## config.mk

```make
export PLATFORM = sky130hd
export DESIGN_NAME = regfile_sb_flat
export DESIGN_NICKNAME = d
export VERILOG_FILES = /design/src/rtl/regfile_sb_pkg.sv /design/src/rtl/regfile_sb_if.sv /design/src/rtl/rf_scoreboard.sv /design/src/rtl/regfile_sb.sv /design/src/flat_wrapper.sv
export SDC_FILE = /design/constraint.sdc
export NUM_CORES = 2
export LEC_CHECK = 0
export CAP_MARGIN = 5
export CORE_MARGIN = 2
export CORE_UTILIZATION = 55
export DETAILED_ROUTE_END_ITERATION = 8
export PLACE_DENSITY = 0.72
export SETUP_SLACK_MARGIN = 0.5
export SLEW_MARGIN = 20
export SYNTH_ARGS = -nofsm -noshare
export SYNTH_HDL_FRONTEND = slang
export SYNTH_HIERARCHICAL = 1
export SYNTH_SLANG_ARGS = --single-unit
```

## constraint.sdc

```tcl
create_clock -name clk -period 7.75 [get_ports clk]
set_input_delay 1.55 -clock clk [delete_from_list [all_inputs] [get_ports clk]]
set_output_delay 1.55 -clock clk [all_outputs]
set_load 0.1 [all_outputs]
```

## src/rtl/regfile_sb_pkg.sv

```systemverilog
// Shared widths and types for the register file with its reservation scoreboard.
package regfile_sb_pkg;
  localparam int WORD_W = 32;
  localparam int W_RD   = 5;
  localparam int NREG   = 2 ** W_RD;
  localparam int W_PEND = 2;

  typedef logic [WORD_W-1:0] word_t;
  typedef logic [W_RD-1:0]   name_t;

  function automatic logic name_hit(input logic valid, input name_t a, input name_t b);
    return valid && (a == b);
  endfunction
endpackage

```

## src/rtl/regfile_sb_if.sv

```systemverilog
// Decode/writeback port bundle: decode (master) drives names, reserve and wb; the file responds.
import regfile_sb_pkg::*;

interface regfile_sb_if;
  name_t rd_name;
  name_t rs_name;
  word_t rd_data;
  word_t rs_data;
  logic  rd_reserved;
  logic  rs_reserved;
  logic  rd_reserve;
  logic  wb;
  name_t wb_name;
  word_t wb_data;
  logic  err;

  modport master (
    output rd_name, rs_name, rd_reserve, wb, wb_name, wb_data,
    input  rd_data, rs_data, rd_reserved, rs_reserved, err
  );

  modport slave (
    input  rd_name, rs_name, rd_reserve, wb, wb_name, wb_data,
    output rd_data, rs_data, rd_reserved, rs_reserved, err
  );
endinterface

```

## src/rtl/rf_scoreboard.sv

```systemverilog
// Per-register saturating pending-write counters with retire bypass on the reserved flags.
import regfile_sb_pkg::*;

module rf_scoreboard #(
  parameter int NAME_W = W_RD,
  parameter int PEND_W = W_PEND
) (
  input  logic              clk,
  input  logic              rst_n,
  input  logic              reserve,
  input  logic [NAME_W-1:0] reserve_name,
  input  logic              wb,
  input  logic [NAME_W-1:0] wb_name,
  input  logic [NAME_W-1:0] rd_name,
  input  logic [NAME_W-1:0] rs_name,
  output logic              rd_reserved,
  output logic              rs_reserved,
  output logic              err
);
  localparam int N = 2 ** NAME_W;
  localparam logic [PEND_W-1:0] CNT_MAX = '1;

  logic [PEND_W-1:0] cnt_all [N];
  logic [N-1:0]      ovf;
  logic [N-1:0]      unf;
  logic              err_reg;

  generate
    for (genvar gi = 0; gi < N; gi++) begin : g_cnt
      logic              inc;
      logic              dec;
      logic [PEND_W-1:0] cnt_reg;

      assign inc = reserve && (reserve_name == NAME_W'(gi));
      assign dec = wb && (wb_name == NAME_W'(gi));
      // A same-cycle reserve and retire cancel out, so neither can over/underflow.
      assign ovf[gi] = inc && !dec && (cnt_reg == CNT_MAX);
      assign unf[gi] = dec && !inc && (cnt_reg == '0);
      assign cnt_all[gi] = cnt_reg;

      always_ff @(posedge clk or negedge rst_n) begin
        if (!rst_n) begin
          cnt_reg <= '0;
        end else if (inc && !dec && !ovf[gi]) begin
          cnt_reg <= cnt_reg + PEND_W'(1);
        end else if (dec && !inc && !unf[gi]) begin
          cnt_reg <= cnt_reg - PEND_W'(1);
        end
      end
    end
  endgenerate

  logic [PEND_W-1:0] rd_cnt;
  logic [PEND_W-1:0] rs_cnt;
  logic              rd_retire;
  logic              rs_retire;

  assign rd_cnt    = cnt_all[rd_name];
  assign rs_cnt    = cnt_all[rs_name];
  assign rd_retire = wb && (wb_name == rd_name);
  assign rs_retire = wb && (wb_name == rs_name);
  // The last pending write retiring this cycle reads as free; its data is bypassed.
  assign rd_reserved = rd_retire ? (rd_cnt > PEND_W'(1)) : (rd_cnt != '0);
  assign rs_reserved = rs_retire ? (rs_cnt > PEND_W'(1)) : (rs_cnt != '0);

  always_ff @(posedge clk or negedge rst_n) begin
    if (!rst_n) begin
      err_reg <= 1'b0;
    end else if ((|ovf) || (|unf)) begin
      err_reg <= 1'b1;
    end
  end

  assign err = err_reg;
endmodule

```

## src/rtl/regfile_sb.sv

```systemverilog
// Register file beside decode: zero-latency reads with writeback bypass, plus reservation scoreboard.
import regfile_sb_pkg::*;

module regfile_sb (
  input logic          clk,
  input logic          rst_n,
  regfile_sb_if.slave  rf
);
  word_t data_all [NREG];

  generate
    for (genvar gi = 0; gi < NREG; gi++) begin : g_reg
      word_t data_reg;

      always_ff @(posedge clk or negedge rst_n) begin
        if (!rst_n) begin
          data_reg <= '0;
        end else if (name_hit(rf.wb, rf.wb_name, name_t'(gi))) begin
          data_reg <= rf.wb_data;
        end
      end

      assign data_all[gi] = data_reg;
    end
  endgenerate

  assign rf.rd_data = name_hit(rf.wb, rf.wb_name, rf.rd_name) ? rf.wb_data : data_all[rf.rd_name];
  assign rf.rs_data = name_hit(rf.wb, rf.wb_name, rf.rs_name) ? rf.wb_data : data_all[rf.rs_name];

  rf_scoreboard #(
    .NAME_W (W_RD),
    .PEND_W (W_PEND)
  ) u_scoreboard (
    .clk          (clk),
    .rst_n        (rst_n),
    .reserve      (rf.rd_reserve),
    .reserve_name (rf.rd_name),
    .wb           (rf.wb),
    .wb_name      (rf.wb_name),
    .rd_name      (rf.rd_name),
    .rs_name      (rf.rs_name),
    .rd_reserved  (rf.rd_reserved),
    .rs_reserved  (rf.rs_reserved),
    .err          (rf.err)
  );
endmodule
```

## src/flat_wrapper.sv

```systemverilog
// flat-port wrapper written by rule: the top's interface ports become plain ports
module regfile_sb_flat 
  (clk, rst_n, rf_rd_name, rf_rs_name, rf_rd_reserve, rf_wb, rf_wb_name, rf_wb_data, rf_rd_data, rf_rs_data, rf_rd_reserved, rf_rs_reserved, rf_err);
  regfile_sb_if rf_i ();
  input logic clk;
  input logic rst_n;
  input wire logic [$bits(rf_i.rd_name)-1:0] rf_rd_name;
  input wire logic [$bits(rf_i.rs_name)-1:0] rf_rs_name;
  input wire logic [$bits(rf_i.rd_reserve)-1:0] rf_rd_reserve;
  input wire logic [$bits(rf_i.wb)-1:0] rf_wb;
  input wire logic [$bits(rf_i.wb_name)-1:0] rf_wb_name;
  input wire logic [$bits(rf_i.wb_data)-1:0] rf_wb_data;
  output wire logic [$bits(rf_i.rd_data)-1:0] rf_rd_data;
  output wire logic [$bits(rf_i.rs_data)-1:0] rf_rs_data;
  output wire logic [$bits(rf_i.rd_reserved)-1:0] rf_rd_reserved;
  output wire logic [$bits(rf_i.rs_reserved)-1:0] rf_rs_reserved;
  output wire logic [$bits(rf_i.err)-1:0] rf_err;
  assign rf_i.rd_name = rf_rd_name;
  assign rf_i.rs_name = rf_rs_name;
  assign rf_i.rd_reserve = rf_rd_reserve;
  assign rf_i.wb = rf_wb;
  assign rf_i.wb_name = rf_wb_name;
  assign rf_i.wb_data = rf_wb_data;
  assign rf_rd_data = rf_i.rd_data;
  assign rf_rs_data = rf_i.rs_data;
  assign rf_rd_reserved = rf_i.rd_reserved;
  assign rf_rs_reserved = rf_i.rs_reserved;
  assign rf_err = rf_i.err;
  regfile_sb u_core (.clk(clk), .rst_n(rst_n), .rf(rf_i));
endmodule
```

==> results by group <==
Outcome
  – Outcome: completed

CTS
  – CTS clk-pin slew, worst paths: 0.06 ns
  – CTS tree: yes
  – Clock buffer depth: 3
  – Cts bufs inserted: 116
  – Post-CTS setup buffer count: 0
  – Root Buffer: clkbuf_16
  – Htree depth: 3
  – Worst skew pair latency: 0.72 ns
  – CTS sink count: 1089
  – Post-cts sizing count: 0
  – Hold_buf cts: 0

Critical path
  – Critical path's largest stage delay: 0.70 ns
  – Crit path max fanout: 20
  – CP Depth: 8
  – Worst Setup End Kind: output pin
  – Crit path top cell by count: buf_4
  – Max stage delay cell, worst path: nand3_2
  – Worst Setup EP: rf_rd_data[5]
  – Required time worst endpoint: 6.20 ns
  – Setup CP Type: input pin to output pin
  – Critical R2R Launch: u_core/u_scoreboard/g_cnt[28].cnt_reg[1]
  – Bufs and invs on worst path: 3
  – R2R depth: 6
  – Delay-heaviest family, CP: simple AND/OR/NAND/NOR gates
  – Critical Path AT: 5.02 ns
  – R2R setup slack: 5.75 ns
  – Crit-path cells: buf_2 > nor2_1 > nand3_2 > buf_4 > o22ai_1 > or4_1 > o41ai_2 > buf_4
  – Crit start category: input pin
  – R2R Path End: u_core/u_scoreboard/err
  – CP Launch Point: rf_rd_name[4]

Timing
  – Slew @ Worst Pin: 1.235 ns
  – Period minus WS final: 6.567 ns
  – Fin. max-slew vios: 0
  – Final-report setup violation count: 0
  – Fin crit share: 0.8474
  – RSZ-0062 raised after global routing: false
  – Max_slew headroom: 0.1768
  – Skew final: 0.006674 ns
  – Setup TNS: 0 ns
  – F_max: 152.3 MHz
  – Hold Vio Cnt, Final: 0

Pwr
  – Internal: 12320 µW
  – Lkg Pwr: 0.02908 µW
  – Sw power: 5212 µW
  – Maximum vdd drop: 0.1955 mV
  – Power share of the clock group: 0.334
  – Power Dens Cells: 260.3 mW/mm²
  – Register share of total power: 0.439
  – Gate power share: 0.227
  – Switching part of the total power: 0.2972

Logic synthesis
  – Post-synth EDFFs: 0
  – Synthesized flop and latch total: 1089
  – Cells after Synth: 4531
  – Yosys cell types: 74
  – Leading area contributor after synthesis: dfrtp_1
  – Synthesized Nets: 4582
  – Yosys Warn Count: 6
  – Sequential-to-total area share from yosys stat: 0.4473
  – Avg Cell Area, Syn: 13.45 µm²
  – Synth top area share: 0.4473
  – Post-synth ARST share: 1.000
  – Dominant synthesized flop cell: dfrtp_1
  – Mapped cell area: 0.06093 mm²
  – Top area cells in the synthesized netlist: dfrtp_1 45%, mux2_2 22%, mux4_2 14%

Run
  – Max-cap check violation count: 0

Floorplanning
  – Top Ports: 118
  – Core region area: 0.1102 mm²
  – Chip width: 336.8 µm
  – Die Y-Extent: 336.8 µm
  – Die area: 0.1135 mm²
  – Row cnt: 122
  – Starting Density: 0.5528

Global route
  – Gr usage total: 0.3467
  – Largest net degree at the start of global routing: 178
  – First-pass GRT wire length: 289.0 mm
  – Initial antenna violation count: 10
  – GRT overflow: 0
  – Vias in the first global route: 42870

Layout
  – Share of post-route cells with drive strength above 1: 0.4582
  – Largest register FFs: 1024
  – Cell area after layout: 0.06736 mm²
  – Synthesis-to-layout area growth: 10.56%
  – Final #Nets: 4515
  – Most common cell after layout, fill and taps aside: mux2_2
  – Most frequent cells in the layout: 1188 x mux2_2, 1089 x dfrtp_1, 376 x mux4_2

Place
  – Placed inst area: 0.06336 mm²
  – Gpl congestion: 0.9141
  – Port Buf Inserts: 117
  – HPWL after detailed placement: 118.2 mm

Drt
  – Mean number of vias per cell: 7.126
  – Average wire per standard cell: 32.48 µm
  – Starting DRC count in detailed routing: 5137
  – Post-Route WL: 196.5 mm
  – Vias: 43100
  – Drt pass-1 iters: 8
  – Post-route ant nets: 0
  – DRC: 0

Worst hold path
  – Hold crit path type: flop to flop
-- power groups by stage --
stage | Combinational [µW] | Clock [µW] | Sequential (µW)
floorplan | 3100 | 0 | 7440
global placement | 3860 | 0 | 7680
detailed placement | 3930 | 0 | 7760
CTS | 3950 | 5910 | 7660
global route | 4200 | 6140 | 7840
finish | 3980 | 5860 | 7700
-- synthesized netlist by cell type (all sizes together), types with 4 or more instances --
cell type	n
o2111ai	8
a211o	4
a21oi	55
a31oi	4
mux2	1250
nand3b	5
a32oi	4
a211oi	40
nor3	46
nand4	20
and4bb	4
nand3	61
buf	267
o21ai	53
nand4b	9
or4	21
mux4	376
nor4	23
nand2b	23
inv	36
and4b	6
mux2i	143
o32ai	8
xnor2	4
o22ai	171
nor3b	7
xor2	16
dfrtp	1089
nor2b	20
and2	12
o211ai	25
nor2	121
o41ai	30
a22oi	118
nand2	164
and3	9
a22o	43
nor4b	5
clkbuf	186
or2	11
-- stage by stage --
stage | hold slack, ns | instances | power [µW] | worst slack (ns) | util
floorplan | 0.4701 | 4531 | 10540 | 1.123 | -
global placement | 0.4864 | 5833 | 11540 | 1.300 | 0.5749
detailed placement | 0.4984 | 5833 | 11690 | 1.245 | 0.5749
CTS | 0.5120 | 6044 | 17530 | 1.247 | 0.6111
global route | 0.5267 | 6048 | 18180 | 0.9812 | 0.6112
finish | 0.5081 | 6048 | 17540 | 1.183 | 0.6112
-- final cells by class --
class / instances / area, µm²
Inverter: 36 / 135.1
Antenna cell: 3 / 7.507
Tap cell: 1488 / 1862
Multi-Input combinational cell: 2953 / 31720
Fill cell: 8430 / 42850
Sequential cell: 1089 / 27250
Timing Repair Buffer: 268 / 2391
Clock inverter: 44 / 636.9
Clock buffer: 167 / 3354
-- worst min-delay path by stage --
stage,end,startpoint,cells past startpoint
after floorplan,u_core/g_reg[11].data_reg[12],u_core/g_reg[11].data_reg[12],1
after global placement,u_core/g_reg[11].data_reg[14],u_core/g_reg[11].data_reg[14],1
after detailed placement,u_core/g_reg[11].data_reg[15],u_core/g_reg[11].data_reg[15],1
after CTS,u_core/g_reg[11].data_reg[15],u_core/g_reg[11].data_reg[15],1
after global routing,u_core/g_reg[10].data_reg[4],u_core/g_reg[10].data_reg[4],1
final,u_core/g_reg[11].data_reg[15],u_core/g_reg[11].data_reg[15],1
-- per-layer routing --
| layer | global-route usage | vias to the layer above | part of all wire |
|---|---|---|---|
| li1 | - | 17330 | - |
| met1 | 0.4839 | 22590 | 0.39 |
| met2 | 0.5191 | 2571 | 0.45 |
| met3 | 0.07816 | 594 | 0.11 |
| met4 | 0.1611 | 10 | 0.054 |
| met5 | 0 | - | 0.00029 |
-- cell families after synthesis --
family / Yosys count / share of synthesized area
flip-flops: 1089 / 0.4473
AO/OA/AOI/OAI: 582 / 0.06904
multiplexers: 1769 / 0.3935
XOR/XNOR: 20 / 0.002875
AND/OR/NAND/NOR: 582 / 0.04959
buffers and inverters: 489 / 0.03770
(Power assumes the default switching activity.)
